==> config.mk <==
export PLATFORM = sky130hd
export DESIGN_NAME = iob_wb_arbiter
export DESIGN_NICKNAME = d
export VERILOG_FILES = /design/src/rtl/iob_wb_arbiter.sv
export SDC_FILE = /design/constraint.sdc
export NUM_CORES = 1
export LEC_CHECK = 0
export CORE_UTILIZATION = 45
export DETAILED_ROUTE_END_ITERATION = 8
export PLACE_DENSITY = 0.88
export SETUP_SLACK_MARGIN = 0.1
export SYNTH_ARGS = -nofsm -noshare
export SYNTH_HDL_FRONTEND = slang
export SYNTH_SLANG_ARGS = --single-unit
==> constraint.sdc <==
create_clock -name clk_i -period 9.3 [get_ports clk_i]
set_clock_uncertainty 0.2 [all_clocks]
set_input_delay 1.395 -clock clk_i [delete_from_list [all_inputs] [get_ports clk_i]]
set_output_delay 1.395 -clock clk_i [all_outputs]
set_load 0.005 [all_outputs]
==> src/rtl/iob_wb_arbiter.sv <==
// iob_wb_arbiter: two IOb requesters share one registered Wishbone master port, round-robin on ties.
// Optional macro IOB_WB_ARB_TIMEOUT_EN ends a stalled bus cycle as an error after 2^TIMEOUT_W-1 cycles.
//
// state  | meaning
// -------+-----------------------------------------------------------
// S_IDLE | no bus cycle; picks a pending slot and launches the cycle
// S_BUS  | cyc/stb asserted, waiting for ack, error or timeout
// S_RESP | one-cycle ready/rdata/error pulse to the granted requester
module iob_wb_arbiter #(
    parameter int ADDR_W     = 32,
    parameter int DATA_W     = 32,
    parameter int READ_BYTES = 4,
    parameter int TIMEOUT_W  = 8
) (
    input  logic                clk_i,
    input  logic                arst_i,

    input  logic                m0_valid_i,
    input  logic [ADDR_W-1:0]   m0_address_i,
    input  logic [DATA_W-1:0]   m0_wdata_i,
    input  logic [DATA_W/8-1:0] m0_wstrb_i,
    output logic [DATA_W-1:0]   m0_rdata_o,
    output logic                m0_ready_o,
    output logic                m0_error_o,

    input  logic                m1_valid_i,
    input  logic [ADDR_W-1:0]   m1_address_i,
    input  logic [DATA_W-1:0]   m1_wdata_i,
    input  logic [DATA_W/8-1:0] m1_wstrb_i,
    output logic [DATA_W-1:0]   m1_rdata_o,
    output logic                m1_ready_o,
    output logic                m1_error_o,

    output logic [ADDR_W-1:0]   wb_addr_o,
    output logic [DATA_W-1:0]   wb_data_o,
    output logic [DATA_W/8-1:0] wb_select_o,
    output logic                wb_we_o,
    output logic                wb_cyc_o,
    output logic                wb_stb_o,
    input  logic                wb_ack_i,
    input  logic                wb_error_i,
    input  logic [DATA_W-1:0]   wb_data_i,

    output logic [1:0]          grant_o
);

    localparam int SEL_W = DATA_W / 8;

    if (TIMEOUT_W < 2 || DATA_W % 8 != 0 || ADDR_W < 2) begin : g_bad_param
        $error("iob_wb_arbiter: unsupported parameter combination");
    end

    typedef enum logic [1:0] {
        S_IDLE = 2'd0,
        S_BUS  = 2'd1,
        S_RESP = 2'd2
    } state_t;

    state_t r_state;
    state_t w_next;

    logic              r_pend0;
    logic [ADDR_W-1:0] r_addr0;
    logic [DATA_W-1:0] r_wdata0;
    logic [SEL_W-1:0]  r_wstrb0;
    logic              r_pend1;
    logic [ADDR_W-1:0] r_addr1;
    logic [DATA_W-1:0] r_wdata1;
    logic [SEL_W-1:0]  r_wstrb1;

    logic              r_last_m0;
    logic [1:0]        r_grant;
    logic [ADDR_W-1:0] r_wb_addr;
    logic [DATA_W-1:0] r_wb_data;
    logic [SEL_W-1:0]  r_wb_sel;
    logic              r_wb_we;
    logic              r_wb_cyc;
    logic [DATA_W-1:0] r_rdata;
    logic              r_err;

    logic              w_start;
    logic              w_end;
    logic              w_pick_m1;
    logic              w_timeout;
    logic              w_done0;
    logic              w_done1;
    logic [ADDR_W-1:0] w_addr;
    logic [DATA_W-1:0] w_wdata;
    logic [SEL_W-1:0]  w_wstrb;
    logic [SEL_W-1:0]  w_rd_sel;

    always_ff @(posedge clk_i or posedge arst_i) begin
        if (arst_i) begin
            r_state <= S_IDLE;
        end else begin
            r_state <= w_next;
        end
    end

    // On a tie, m1 wins only if m0 owned the previous cycle.
    always_comb begin
        w_next    = r_state;
        w_start   = 1'b0;
        w_end     = 1'b0;
        w_pick_m1 = 1'b0;
        case (r_state)
            S_IDLE: begin
                if (r_pend0 || r_pend1) begin
                    w_start   = 1'b1;
                    w_pick_m1 = r_pend1 && (!r_pend0 || r_last_m0);
                    w_next    = S_BUS;
                end
            end
            S_BUS: begin
                if (wb_ack_i || wb_error_i || w_timeout) begin
                    w_end  = 1'b1;
                    w_next = S_RESP;
                end
            end
            S_RESP: begin
                w_next = S_IDLE;
            end
            default: begin
                w_next = S_IDLE;
            end
        endcase
    end

    assign w_done0 = (r_state == S_RESP) && r_grant[0];
    assign w_done1 = (r_state == S_RESP) && r_grant[1];

    // A new valid takes priority over clearing, so a re-request during RESP is kept.
    always_ff @(posedge clk_i or posedge arst_i) begin
        if (arst_i) begin
            r_pend0  <= 1'b0;
            r_addr0  <= '0;
            r_wdata0 <= '0;
            r_wstrb0 <= '0;
            r_pend1  <= 1'b0;
            r_addr1  <= '0;
            r_wdata1 <= '0;
            r_wstrb1 <= '0;
        end else begin
            if (m0_valid_i) begin
                r_pend0  <= 1'b1;
                r_addr0  <= m0_address_i;
                r_wdata0 <= m0_wdata_i;
                r_wstrb0 <= m0_wstrb_i;
            end else if (w_done0) begin
                r_pend0  <= 1'b0;
            end
            if (m1_valid_i) begin
                r_pend1  <= 1'b1;
                r_addr1  <= m1_address_i;
                r_wdata1 <= m1_wdata_i;
                r_wstrb1 <= m1_wstrb_i;
            end else if (w_done1) begin
                r_pend1  <= 1'b0;
            end
        end
    end

    assign w_addr  = w_pick_m1 ? r_addr1  : r_addr0;
    assign w_wdata = w_pick_m1 ? r_wdata1 : r_wdata0;
    assign w_wstrb = w_pick_m1 ? r_wstrb1 : r_wstrb0;

    // Read mask: READ_BYTES ones starting at the byte offset, bits past SEL_W dropped.
    always_comb begin
        w_rd_sel = '0;
        for (int i = 0; i < SEL_W; i++) begin
            w_rd_sel[i] = (i >= int'(w_addr[1:0])) &&
                          (i < int'(w_addr[1:0]) + READ_BYTES);
        end
    end

`ifdef IOB_WB_ARB_TIMEOUT_EN
    localparam logic [TIMEOUT_W-1:0] TMR_LOAD = {{(TIMEOUT_W-1){1'b1}}, 1'b0};

    logic [TIMEOUT_W-1:0] r_tmr;

    // Loaded with 2^W-2 so terminal count lands on the (2^W-1)th BUS cycle.
    always_ff @(posedge clk_i or posedge arst_i) begin
        if (arst_i) begin
            r_tmr <= '0;
        end else if (w_start) begin
            r_tmr <= TMR_LOAD;
        end else if (r_state == S_BUS && r_tmr != '0) begin
            r_tmr <= r_tmr - 1'b1;
        end
    end

    assign w_timeout = (r_state == S_BUS) && (r_tmr == '0);
`else
    assign w_timeout = 1'b0;
`endif

    always_ff @(posedge clk_i or posedge arst_i) begin
        if (arst_i) begin
            r_last_m0 <= 1'b0;
            r_grant   <= '0;
            r_wb_addr <= '0;
            r_wb_data <= '0;
            r_wb_sel  <= '0;
            r_wb_we   <= 1'b0;
            r_wb_cyc  <= 1'b0;
            r_rdata   <= '0;
            r_err     <= 1'b0;
        end else begin
            if (w_start) begin
                r_grant   <= w_pick_m1 ? 2'b10 : 2'b01;
                r_last_m0 <= !w_pick_m1;
                r_wb_addr <= w_addr;
                r_wb_data <= w_wdata;
                r_wb_we   <= |w_wstrb;
                r_wb_sel  <= (|w_wstrb) ? w_wstrb : w_rd_sel;
                r_wb_cyc  <= 1'b1;
            end
            if (w_end) begin
                r_wb_cyc <= 1'b0;
                // An ack landing on the terminal-count cycle still counts as a success.
                if (wb_ack_i || wb_error_i) begin
                    r_rdata <= wb_data_i;
                    r_err   <= wb_error_i;
                end else begin
                    r_rdata <= '0;
                    r_err   <= 1'b1;
                end
            end
            if (r_state == S_RESP) begin
                r_grant <= '0;
            end
        end
    end

    assign wb_addr_o   = r_wb_addr;
    assign wb_data_o   = r_wb_data;
    assign wb_select_o = r_wb_sel;
    assign wb_we_o     = r_wb_we;
    assign wb_cyc_o    = r_wb_cyc;
    assign wb_stb_o    = r_wb_cyc;
    assign grant_o     = r_grant;

    assign m0_ready_o = w_done0;
    assign m0_error_o = w_done0 && r_err;
    assign m0_rdata_o = w_done0 ? r_rdata : '0;
    assign m1_ready_o = w_done1;
    assign m1_error_o = w_done1 && r_err;
    assign m1_rdata_o = w_done1 ? r_rdata : '0;

endmodule

Word-level counts from Yosys, hierarchy flattened
Cells that the tools add are included.
{ "classes": {"addsub": 1, "n_lt_le_gt_ge": 7, "n_eq_ne": 4, "muxes": 26, "n_reduce_logical": 20} }
{ "op_table": {"columns": ["operator", "count"], "rows": [
  ["$mux 32", 5],
  ["$lt 1x32->1 const A", 1],
  ["$lt 2x32->1 const A", 1],
  ["$lt 3x32->1 const A", 1],
  ["$mux 1", 13],
  ["$mux 2", 5],
  ["$logic_and 1x1->1", 8],
  ["$mux 4", 2],
  ["$reduce_bool 2->1", 4],
  ["$add 2x3->4 const B", 1],
  ["$ge 1x2->1 const A", 2],
  ["$lt 2x4->1 const A", 1],
  ["$ne 2x2->1 const B", 2],
  ["$pmux 2 s2", 1],
  ["$reduce_or 4->1", 1],
  ["$logic_or 1x1->1", 3],
  ["$eq 2x1->1 const B", 1],
  ["$eq 2x2->1 const B", 1],
  ["$ge 2x2->1 const A", 1],
  ["$logic_not 1->1", 2],
  ["$logic_not 2->1", 1],
  ["$reduce_and 2->1", 1]
]} }
{ "totals": {"register_bits": 246, "inputBits": 174, "out_inout_bits": 141, "word_cells": 76} }

Longest topological paths before layout
{ "depth": {"word_depth": 10, "mapped_depth": 6} }

Worst setup path after synthesis
Ideal clock, no wire load.
{ "synth_timing": {"kind": "flip-flop to output port", "from": "register r_state[0]", "to": "output port m1_rdata_o[12]", "arrival_time_ns": 1.301, "required_ns": 7.705, "setup_slack_ns": 6.404, "stages_incl_launch_ff": 5, "n_path_buf": 2, "path_cell_list": "dfrtp_1 -> nor2b_1 -> clkbuf_1 -> clkbuf_1 -> and3_1"} }
{ "synth_via": {"elab_chain_len": 3} }
{ "synth_rtl": {"columns": ["item", "line", "text"], "rows": [
  ["start, declared", "59", "state_t r_state;"],
  ["start signal, assigned", "96", "r_state <= w_next;"],
  ["$eq 2x2->1", "130", "assign w_done1 = (r_state == S_RESP) && r_grant[1];"],
  ["$logic_and 1x1->1", "130", null],
  ["$mux 32", "248", "assign m1_rdata_o = w_done1 ? r_rdata : '0;"],
  ["end, declared", "30", "output logic [DATA_W-1:0] m1_rdata_o,"]
]} }
No other way between the ends.

Worst setup path in the final report
{ "layout_timing": {"from": "register r_state[0]", "to": "output port m0_rdata_o[14]"} }
{ "layout_via": {"elab_chain_len": 3} }
{ "layout_rtl": {"columns": ["item", "line", "text"], "rows": [
  ["$eq 2x2->1", "129", "assign w_done0 = (r_state == S_RESP) && r_grant[0];"],
  ["$logic_and 1x1->1", "129", null],
  ["$mux 32", "245", "assign m0_rdata_o = w_done0 ? r_rdata : '0;"],
  ["end, declared", "22", "output logic [DATA_W-1:0] m0_rdata_o,"]
]} }
No other way between the ends.

==> run summary <==
=====================================================================================
Power density relative to cell area                                       286 nW/um^2
Count of synthesis-stage warnings from yosys                                        0
Final max-slew violation count                                                      0
Row count                                                                          54
Detailed-routing iteration count for the pre-antenna-repair pass                    4
Number of global-route vias before repair                                       7,856
Detail-routed net length per standard cell                                    19.4 um
Register bit total from synthesis                                                 246
Global-route wire length before repair                                      41,200 um
Cell internal power dissipation                                               2.74 mW
Data required time at the worst endpoint                                      7.71 ns
Most used flip-flop cell after synthesis                                 sky130_fd_sc_hd__dfrtp_1
Filler Cells Inserted                                                           1,590
Cell area after placement                                                 13,400 um^2
Count of hold-fix buffers inserted at cts                                           0
H-Tree Depth                                                                        1
Slew HR                                                                         28.8%
Root buf cell                                                            sky130_fd_sc_hd__clkbuf_16
Sequence of cells on the critical path                                   nor2b_4 -> and3_1 -> clkdlybuf4s50_1
Count of routing violations after the opening detailed-route iteration            310
Type of the tightest min-delay check                                     register to register
Final critical-path share of the clock period                                   45.8%
Non-filler cells, final                                                         1,390
Number of synthesized flops with an enable pin                                      0
Crit end category                                                          output pin
Maximum frequency from static timing analysis                                 235 MHz
Final Power                                                                   4.08 mW
Critical-path cell with the highest stage delay                          sky130_fd_sc_hd__nor2b_4
Effective utilization at floorplan                                              46.1%
Sequential share of power                                                       39.2%
Placed cell count                                                               1,347
Latest clock arrival within the worst-skew pair                               0.54 ns
CTS max path bufs                                                                   3
Resized Gates After CTS                                                             0
Final number of hold-violating endpoints                                            0
Non-Filler Cell Area, Final                                               14,200 um^2
Unrepaired setup endpoints after global routing                                    no
Transition time at the pin with the least slew margin                         1.07 ns
Number of buffers inserted during clock tree synthesis                             26
Net Sw Frac                                                                     32.9%
Number of antenna violations at the first check in global routing                   1
Post-synthesis cell type count                                                     35
Per-instance average area after synthesis                                   12.4 um^2
Leakage                                                                       6.09 nW
Share of post-route cells with drive strength above 1                           17.3%
Switching Power                                                               1.34 mW
Core box area                                                             21,900 um^2
Syn Inst Count                                                                    813
Share of synthesized area occupied by flip-flops and latches                    61.0%
Combinational cell fraction of total power                                      35.3%
Antenna viol nets, final                                                            0
Shortest period the worst path allows                                         4.26 ns
Maximum cell stage delay along the critical path                              0.85 ns
Worst setup path class                                                   register to output pin
Async set or reset register ratio after synthesis                                100%
Total gr overflow                                                                   0
Die width                                                                      152 um
Post-DP HPWL                                                                18,100 um
Final net count                                                                 1,269
Max-capacitance violation count                                                     0
Pin count of the biggest net entering global routing                              107
Final setup vio count                                                               0
Area Overhead vs Synth                                                          41.1%
Port-buffer cells                                                                 314
Total wirelength of the detailed-routed design                              27,000 um
Total Negative Setup Slacks                                                      0 ns
Clock transition at the registers of the reported paths                       0.06 ns
Worst IR drop on VDD                                                           192 uV
Clock sink total                                                                  246
Startpoint kind of the worst setup timing path                               register
Data arrival time of the worst path                                           2.66 ns
TritonCTS clock tree                                                              yes
Min-delay src                                                            wb_data_o[22]$_DFFE_PP0P_
DRC violations left                                                                 0
FF-to-FF Start                                                           r_state[0]$_DFFE_PP0P_
Height of the chip                                                             152 um
Overall via count from detail_route                                             7,533
Synth Cell Area                                                           10,100 um^2
Max Fanout on Critical Path                                                        69
Routability congestion estimate from global placement                           0.786
Clock power share                                                               25.4%
Start point of the critical path                                         r_state[0]$_DFFE_PP0P_
Number of nets produced by synthesis                                              987
Count of buffers added by post-CTS timing repair for setup                          0
Area of the die                                                           23,000 um^2
Run status                                                               complete, no violations
Avg Vias per Cell                                                                5.42
Total Routing Usage GR                                                          23.2%
IO Pins                                                                           315
=====================================================================================
-- per-layer routing --
metal / up-vias / GRT usage [%] / share of wire, %
met2: 283 / 40.2 / 50
met5: - / 0 / 0
met4: 0 / 10.8 / 4.0
li1: 3454 / - / -
met3: 67 / 6.17 / 7.7
met1: 3729 / 26.7 / 38
-- cell type report --
type / count / area (um^2) / area share, %
timing repair buffer: 319 / 3180 / 22.3
multi-input combinational: 497 / 3660 / 25.7
antenna: 1 / 2.50 / 0.0176
sequential: 246 / 6160 / 43.3
clock buffer: 37 / 732 / 5.14
inverter: 5 / 26.3 / 0.185
clock inverter: 5 / 125 / 0.879
tap: 280 / 350 / 2.46
-- cell usage after synthesis, types with 4 or more instances --
cell type / instances / area [um^2]
sky130_fd_sc_hd__buf_1: 7 / 26.3
sky130_fd_sc_hd__a31oi_1: 18 / 113
sky130_fd_sc_hd__clkbuf_1: 41 / 154
sky130_fd_sc_hd__and3_1: 67 / 419
sky130_fd_sc_hd__inv_1: 5 / 18.8
sky130_fd_sc_hd__o21ai_1: 49 / 245
sky130_fd_sc_hd__buf_2: 13 / 65.1
sky130_fd_sc_hd__o22ai_1: 47 / 294
sky130_fd_sc_hd__nand2_1: 89 / 334
sky130_fd_sc_hd__mux2_2: 139 / 1570
sky130_fd_sc_hd__dfrtp_1: 246 / 6160
sky130_fd_sc_hd__a21o_1: 4 / 30.0
sky130_fd_sc_hd__buf_4: 4 / 30.0
sky130_fd_sc_hd__mux2_1: 28 / 315
sky130_fd_sc_hd__nor2_1: 25 / 93.8
-- path summary, 6_finish.rpt --
check | to | slack (ns) | cells past startpoint
worst max-delay path | m0_rdata_o[14] | 5.04 | 3
worst min-delay path | wb_data_o[22]$_DFFE_PP0P_ | 0.28 | 2
worst max register to register | wb_select_o[0]$_DFFE_PP0P_ | 6.52 | 5
worst min register to register | wb_data_o[22]$_DFFE_PP0P_ | 0.28 | 2
max in group asynchronous | r_rdata[21]$_DFFE_PP0P_ | 6.23 | 3
min in group asynchronous | r_err$_DFFE_PP0P_ | 1.20 | 2
-- power by group through the flow --
stage	combinational [mW]	sequential, mW	clock [mW]
4_1_cts	1.46	1.60	1.06
2_1_floorplan	0.792	1.54	0
5_1_grt	1.59	1.63	1.10
6_report	1.44	1.60	1.04
3_5_place_dp	1.46	1.61	0
3_3_place_gp	1.41	1.59	0
-- sequential cells by signal, indices dropped and copies added, names as in the netlist, 2 cells and up --
signal	cells
r_wdata0	32
r_wdata1	32
r_state	2
grant_o	2
wb_addr_o	32
r_addr0	32
wb_select_o	4
r_addr1	32
wb_data_o	32
r_wstrb1	4
r_wstrb0	4
r_rdata	32
-- placed cells by master, fill, tap and decap left out, drive strengths merged --
cell type,count
and2,1
o22ai,47
nor2b,3
o32ai,1
a21o,4
bufinv,3
inv,5
dfrtp,246
or4,1
a311oi,1
clkbuf,37
clkdlybuf4s50,312
clkinv,2
o2bb2ai,1
nor2,26
nand4,1
o22a,2
nand2b,1
nand2,89
o21ai,51
nor4,3
diode,1
a31oi,18
and3,67
nor3,3
nand3,1
buf,7
a211oi,1
a21oi,3
mux2,167
o21a,1
a22o,1
o31ai,2
a2bb2oi,1
-- worst max-delay path, delay by kind of cell (launching register included) --
family                 cells  cell delay, ns
AND/OR/NAND/NOR            2            1.13
buffers and inverters      1            0.52
flip-flops                 1            0.45
-- cells by family after synthesis --
group | count (synthesis) | synth area share (%)
DFF | 246 | 61.0
muxes | 167 | 18.6
AOI/OAI and AO/OA | 134 | 7.98
buffers and inverters | 70 | 2.92
and+or+nand+nor | 196 | 9.41
-- per-stage QoR --
| step | util (%) | hold WS [ns] | setup slack, ns |
|---|---|---|---|
| 2_1_floorplan | - | 0.265 | 0.947 |
| 3_3_place_gp | 61.1 | 0.265 | 5.63 |
| 3_5_place_dp | 61.1 | 0.275 | 5.61 |
| 4_1_cts | 65.0 | 0.288 | 5.03 |
| 5_1_grt | 65.0 | 0.298 | 4.87 |
| 6_report | 65.0 | 0.284 | 5.04 |
No activity file was read; power rests on OpenSTA's default activity.
